<file path="src/rtl/hazard_stall_ctrl.sv">
// Pipeline stall/flush controller: RAW hazard detection via Tuse/Tnew against E and M,
// mult/div busy sequencer, and a saturating stall-cycle counter.
module hazard_stall_ctrl #(
  parameter int MULT_LAT = 5,
  parameter int DIV_LAT  = 10,
  parameter int CNT_W    = 32
) (
  input  logic             Clk,
  input  logic             Reset,
  input  logic [4:0]       D_Rs,
  input  logic [4:0]       D_Rt,
  input  logic [1:0]       D_TuseRs,
  input  logic [1:0]       D_TuseRt,
  input  logic             D_IsMD,
  input  logic [4:0]       DE_RegDst,
  input  logic             DE_RegWrite,
  input  logic [1:0]       E_Tnew,
  input  logic [4:0]       EM_RegDst,
  input  logic             EM_RegWrite,
  input  logic [1:0]       M_Tnew,
  input  logic             E_MDStart,
  input  logic             E_MDOp,
  output logic             PC_En,
  output logic             FD_En,
  output logic             DE_Clr,
  output logic             Stall,
  output logic             MD_Busy,
  output logic             MD_Done,
  output logic [CNT_W-1:0] Stall_Cnt
);

  localparam int MAX_LAT = (DIV_LAT > MULT_LAT) ? DIV_LAT : MULT_LAT;
  localparam int MCW     = $clog2(MAX_LAT + 1);
  localparam logic [MCW-1:0] MULT_LOAD = MCW'(MULT_LAT);
  localparam logic [MCW-1:0] DIV_LOAD  = MCW'(DIV_LAT);

  typedef enum logic {
    MD_IDLE = 1'b0,
    MD_BUSY = 1'b1
  } md_state_e;

  md_state_e        state_q, state_d;
  logic [MCW-1:0]   md_cnt_q, md_cnt_d;
  logic [CNT_W-1:0] stall_cnt_q, stall_cnt_d;
  logic             md_done;

  logic stall_rs_e, stall_rs_m, stall_rt_e, stall_rt_m, stall_md, stall_raw;

  // A consumer stalls only if it needs the value before the producer can forward it.
  always_comb begin
    stall_rs_e = (D_Rs != 5'd0) && (D_Rs == DE_RegDst) && DE_RegWrite && (D_TuseRs < E_Tnew);
    stall_rs_m = (D_Rs != 5'd0) && (D_Rs == EM_RegDst) && EM_RegWrite && (D_TuseRs < M_Tnew);
    stall_rt_e = (D_Rt != 5'd0) && (D_Rt == DE_RegDst) && DE_RegWrite && (D_TuseRt < E_Tnew);
    stall_rt_m = (D_Rt != 5'd0) && (D_Rt == EM_RegDst) && EM_RegWrite && (D_TuseRt < M_Tnew);
    stall_md   = D_IsMD && ((state_q == MD_BUSY) || E_MDStart);
    stall_raw  = stall_rs_e || stall_rs_m || stall_rt_e || stall_rt_m || stall_md;
  end

  assign Stall  = stall_raw && !Reset;
  assign PC_En  = !Stall;
  assign FD_En  = !Stall;
  assign DE_Clr = Stall;

  // A new start always reloads, so a start coinciding with the final count suppresses MD_Done.
  always_comb begin
    state_d  = state_q;
    md_cnt_d = md_cnt_q;
    md_done  = 1'b0;
    case (state_q)
      MD_IDLE: begin
        if (E_MDStart) begin
          md_cnt_d = E_MDOp ? DIV_LOAD : MULT_LOAD;
          state_d  = MD_BUSY;
        end
      end
      MD_BUSY: begin
        if (E_MDStart) begin
          md_cnt_d = E_MDOp ? DIV_LOAD : MULT_LOAD;
        end else begin
          md_cnt_d = md_cnt_q - MCW'(1);
          if (md_cnt_q == MCW'(1)) begin
            md_done = 1'b1;
            state_d = MD_IDLE;
          end
        end
      end
      default: begin
        state_d  = MD_IDLE;
        md_cnt_d = '0;
      end
    endcase
    if (Reset) begin
      state_d  = MD_IDLE;
      md_cnt_d = '0;
      md_done  = 1'b0;
    end
  end

  always_comb begin
    stall_cnt_d = stall_cnt_q;
    if (Reset) begin
      stall_cnt_d = '0;
    end else if (Stall && (stall_cnt_q != {CNT_W{1'b1}})) begin
      stall_cnt_d = stall_cnt_q + CNT_W'(1);
    end
  end

  always_ff @(posedge Clk) begin
    state_q     <= state_d;
    md_cnt_q    <= md_cnt_d;
    stall_cnt_q <= stall_cnt_d;
  end

  assign MD_Busy   = (state_q == MD_BUSY);
  assign MD_Done   = md_done;
  assign Stall_Cnt = stall_cnt_q;

endmodule

</file>
<file path="config.mk">
export PLATFORM = sky130hd
export DESIGN_NAME = hazard_stall_ctrl
export DESIGN_NICKNAME = d
export VERILOG_FILES = /design/src/rtl/hazard_stall_ctrl.sv
export SDC_FILE = /design/constraint.sdc
export NUM_CORES = 1
export LEC_CHECK = 0
export ABC_CLOCK_PERIOD_IN_PS = 2630
export CORE_MARGIN = 4
export CORE_UTILIZATION = 40
export DETAILED_ROUTE_END_ITERATION = 6
export HOLD_SLACK_MARGIN = 0.08
export PLACE_DENSITY = 0.77
export SKIP_CTS_REPAIR_TIMING = 1
export SYNTH_ARGS = -nofsm -noshare
export SYNTH_HDL_FRONTEND = slang
export SYNTH_SLANG_ARGS = --single-unit
export TNS_END_PERCENT = 1
</file>
<file path="constraint.sdc">
create_clock -name Clk -period 2.63 [get_ports Clk]
set_input_delay 0.263 -clock Clk [delete_from_list [all_inputs] [get_ports Clk]]
set_output_delay 0.263 -clock Clk [all_outputs]
set_load 0.05 [all_outputs]
</file>
==> metrics.md <==
| Metric | Value |
|---|---|
| Status | finished, final reports clean |
| Initial DRC count | 152 |
| Hold endpoint | Stall_Cnt[29] |
| CP Capture Type | output pin |
| Htree depth | 2 |
| Post-synthesis net count | 338 |
| Worst R2R Path Depth | 7 |
| Share of cells above drive strength 1 | 0.171 |
| Global-route wire length before repair | 10,800 µm |
| R2R Path End | Stall_Cnt[23] |
| DRC | 0 |
| Full die area | 0.00733 mm² |
| Hpwl dp | 5030 µm |
| Gpl congestion | 0.890 |
| Period minus WS final | 2.54 ns |
| Starting Density | 0.410 |
| Core area | 0.00589 mm² |
| Vias | 2,451 |
| Crit path kind | in -> out |
| Post-synthesis async set-or-reset flop share | 0 |
| Final antenna-violating net count | 0 |
| I/O Buffers | 72 |
| Main synth FF type | dfxtp_1 |
| CP top delay family | simple AND/OR/NAND/NOR gates |
| CP required | 2.37 ns |
| Reg-to-reg slack, setup | 0.33 ns |
| Vias in the first global route | 2,406 |
| Max stage delay cell, worst path | clkdlybuf4s50_1 |
| Max IR drop VDD | 0.247 mV |
| Fillers | 541 |
| Crit start category | primary input |
| Hold wc startpoint | Stall_Cnt[29] |
| # rows | 28 |
| Sequential area share after synthesis | 0.307 |
| Ys Warns | 0 |
| Total power | 1.29 mW |
| Yosys reg bits | 37 |
| Die Width | 85.6 µm |
| Final nets | 422 |
| Total GRT Usage | 0.180 |
| Largest net degree at the start of global routing | 29 |
| Reg2reg start | Stall_Cnt[6] |
| Pins Over Slew Limit | 0 |
| Post-synth EDFFs | 0 |
| Wire per inst | 14.4 µm |
| Routed wire length | 6560 µm |
| Hold Crit Class | reg -> reg |
| CTS tree | done |
| Clock Skew | 0.00807 ns |
| Hold path depth | 2 |
| Slew HR | 0.651 |
| Max-cap violations | 0 |
| LEAKAGE | 1.23 nW |
| Clk Latency, worst-skew pair | 0.29 ns |
| Area Overhead vs Synth | 45.9% |
| Tcrit/Tclk final | 0.965 |
| Yosys cell types | 42 |
| Sink Count | 37 |
| GR Overflow Total | 0 |
| Total CTS buffers | 5 |
| # setup viols final | 0 |
| N_diodes | 0 |
| Final Hold Vio Count | 0 |
| Crit-path max FO | 6 |
| Max clock buf depth | 2 |
| Buf/Inv on CP | 4 |
| Power Density | 366 mW/mm² |
| Post-Syn Instances | 296 |
| Arr. time, crit path | 2.27 ns |
| Worst slew pin tran | 0.522 ns |
| Routed vias/inst | 5.39 |
| Clk slew on worst S/H paths | 0.07 ns |
| 1st-pass router iterations | 4 |
| Setup Total Neg Slack | 0 ns |
| Critical path's largest stage delay | 0.45 ns |
| Cell Chain, Critical Path | clkdlybuf4s50_1, inv_1, ha_1, nand2b_4, nor4_2, nand4_1, a21oi_2, nor3_4, or2_4, clkinvlp_4, buf_8 |
| IO Count | 73 |
| Antenna violations before repair | 0 |
| Synth Area per Inst | 8.15 µm² |
| Die height | 85.6 µm |
| Clock tree root buffer cell | clkbuf_8 |
| Achievable frequency | 394 MHz |
| Netlist Area Pre-Place | 0.00241 mm² |
==> layout by cell type (no fill, tap or decap), types with 4 or more instances in the layout <==
| master | n |
|---|---|
| clkdlybuf4s50_1 | 66 |
| dfxtp_1 | 37 |
| a21oi_1 | 23 |
| nor2_1 | 22 |
| buf_4 | 22 |
| o21ai_0 | 19 |
| nand4_1 | 17 |
| or3_1 | 14 |
| xor2_1 | 13 |
| nor2b_1 | 11 |
| xnor2_1 | 10 |
| nand2_1 | 10 |
| nand3_1 | 10 |
| mux2_2 | 10 |
| inv_1 | 8 |
| nor3_1 | 7 |
| ha_1 | 7 |
| or4_1 | 6 |
| clkbuf_8 | 6 |
| nand2b_1 | 5 |
| buf_12 | 5 |
| nor4_2 | 4 |
| o31ai_1 | 4 |
| and3_1 | 4 |
==> routing by layer <==
layer  track usage  routed length [µm]  vias up
met3        0.0442                 376       14
li1              -                   -     1245
met1         0.215                2850     1129
met4        0.0561                 145        0
met5             0                   0        -
met2         0.316                3190       63
==> cells in the mapped netlist (all sizes together) (2+ instances only) <==
cell type  count  area (µm²)
a21oi         25         125
and2           2        12.5
and3           7        58.8
and4           4        37.5
buf            9        67.6
clkbuf        10        37.5
dfxtp         37         741
ha             7        87.6
inv            9        33.8
mux2          10         113
nand2         10        37.5
nand2b         6        37.5
nand3         11        60.1
nand4         18         119
nor2          22        82.6
nor2b         11        68.8
nor3           9        55.1
nor3b          2        15.0
nor4           7        43.8
nor4b          2        17.5
o21a           3        22.5
o21ai         19        95.1
o31a           2        17.5
o31ai          4        30.0
or3           14        87.6
or4            6        45.0
or4b           2        20.0
xnor2         10        87.6
xor2          13         114
==> final cells by class <==
class / instances / area (µm²) / share of cell area
well taps: 75 / 93.8 / 0.0267
clock inverters: 1 / 7.51 / 0.00213
multi-input cells: 231 / 1590 / 0.451
repair buffers: 96 / 968 / 0.275
inverters: 9 / 37.5 / 0.0107
clock buffers: 6 / 82.6 / 0.0235
flip-flops and latches: 37 / 741 / 0.211
==> power by group <==
part           switching, mW  total [mW]  internal (mW)  leakage, nW
registers             0.0125       0.582          0.570        0.300
clock network          0.203       0.410          0.207       0.0433
logic                  0.142       0.294          0.152        0.884
==> state kept, by name, summed over array words and instances, names as in the netlist <==
| name | count |
|---|---|
| MD_Busy | 1 |
| Stall_Cnt | 32 |
| md_cnt_q | 4 |
==> logic make-up (layout without fill, tap and decap cells) <==
logic type | after synthesis | in the layout | share of synthesized area
muxes | 11 | 11 | 0.0509
and+or+nand+nor | 134 | 134 | 0.334
buffers and inverters | 28 | 112 | 0.0576
DFF | 37 | 37 | 0.307
adders and majority gates | 7 | 7 | 0.0363
AOI/OAI and AO/OA | 56 | 56 | 0.131
xor gates and xnor gates | 23 | 23 | 0.0835
==> tightest hold or removal path, stage by stage, from the launching register on <==
cell	delay, ns
dfxtp_1	0.34
o31ai_1	0.07
a21oi_1	0.05
==> worst max-delay path by stage <==
stage | start | to | slack [ns] | depth (start not counted)
finish | M_Tnew[1] | Stall | 0.09 | 11
global route | M_Tnew[1] | DE_Clr | -0.02 | 11
CTS | D_Rt[3] | DE_Clr | -0.05 | 8
detailed placement | E_Tnew[1] | Stall_Cnt[12] | -0.11 | 11
global placement | M_Tnew[1] | Stall_Cnt[4] | -0.07 | 11
floorplan | D_Rt[1] | Stall | -0.08 | 9
==> stage by stage <==
stage / hold slack [ns] / cell area [µm²] / std cells / utilization / setup WS [ns]
after floorplan: 0.402 / 2420 / 296 / - / -0.0815
after global placement: 0.491 / 3340 / 444 / 0.567 / -0.0675
after detailed placement: 0.502 / 3340 / 444 / 0.567 / -0.111
after CTS: 0.517 / 3430 / 451 / 0.583 / -0.0494
after global routing: 0.532 / 3520 / 455 / 0.598 / -0.0175
final: 0.513 / 3520 / 455 / 0.598 / 0.0930
No activity file was read; power rests on OpenSTA's default activity.
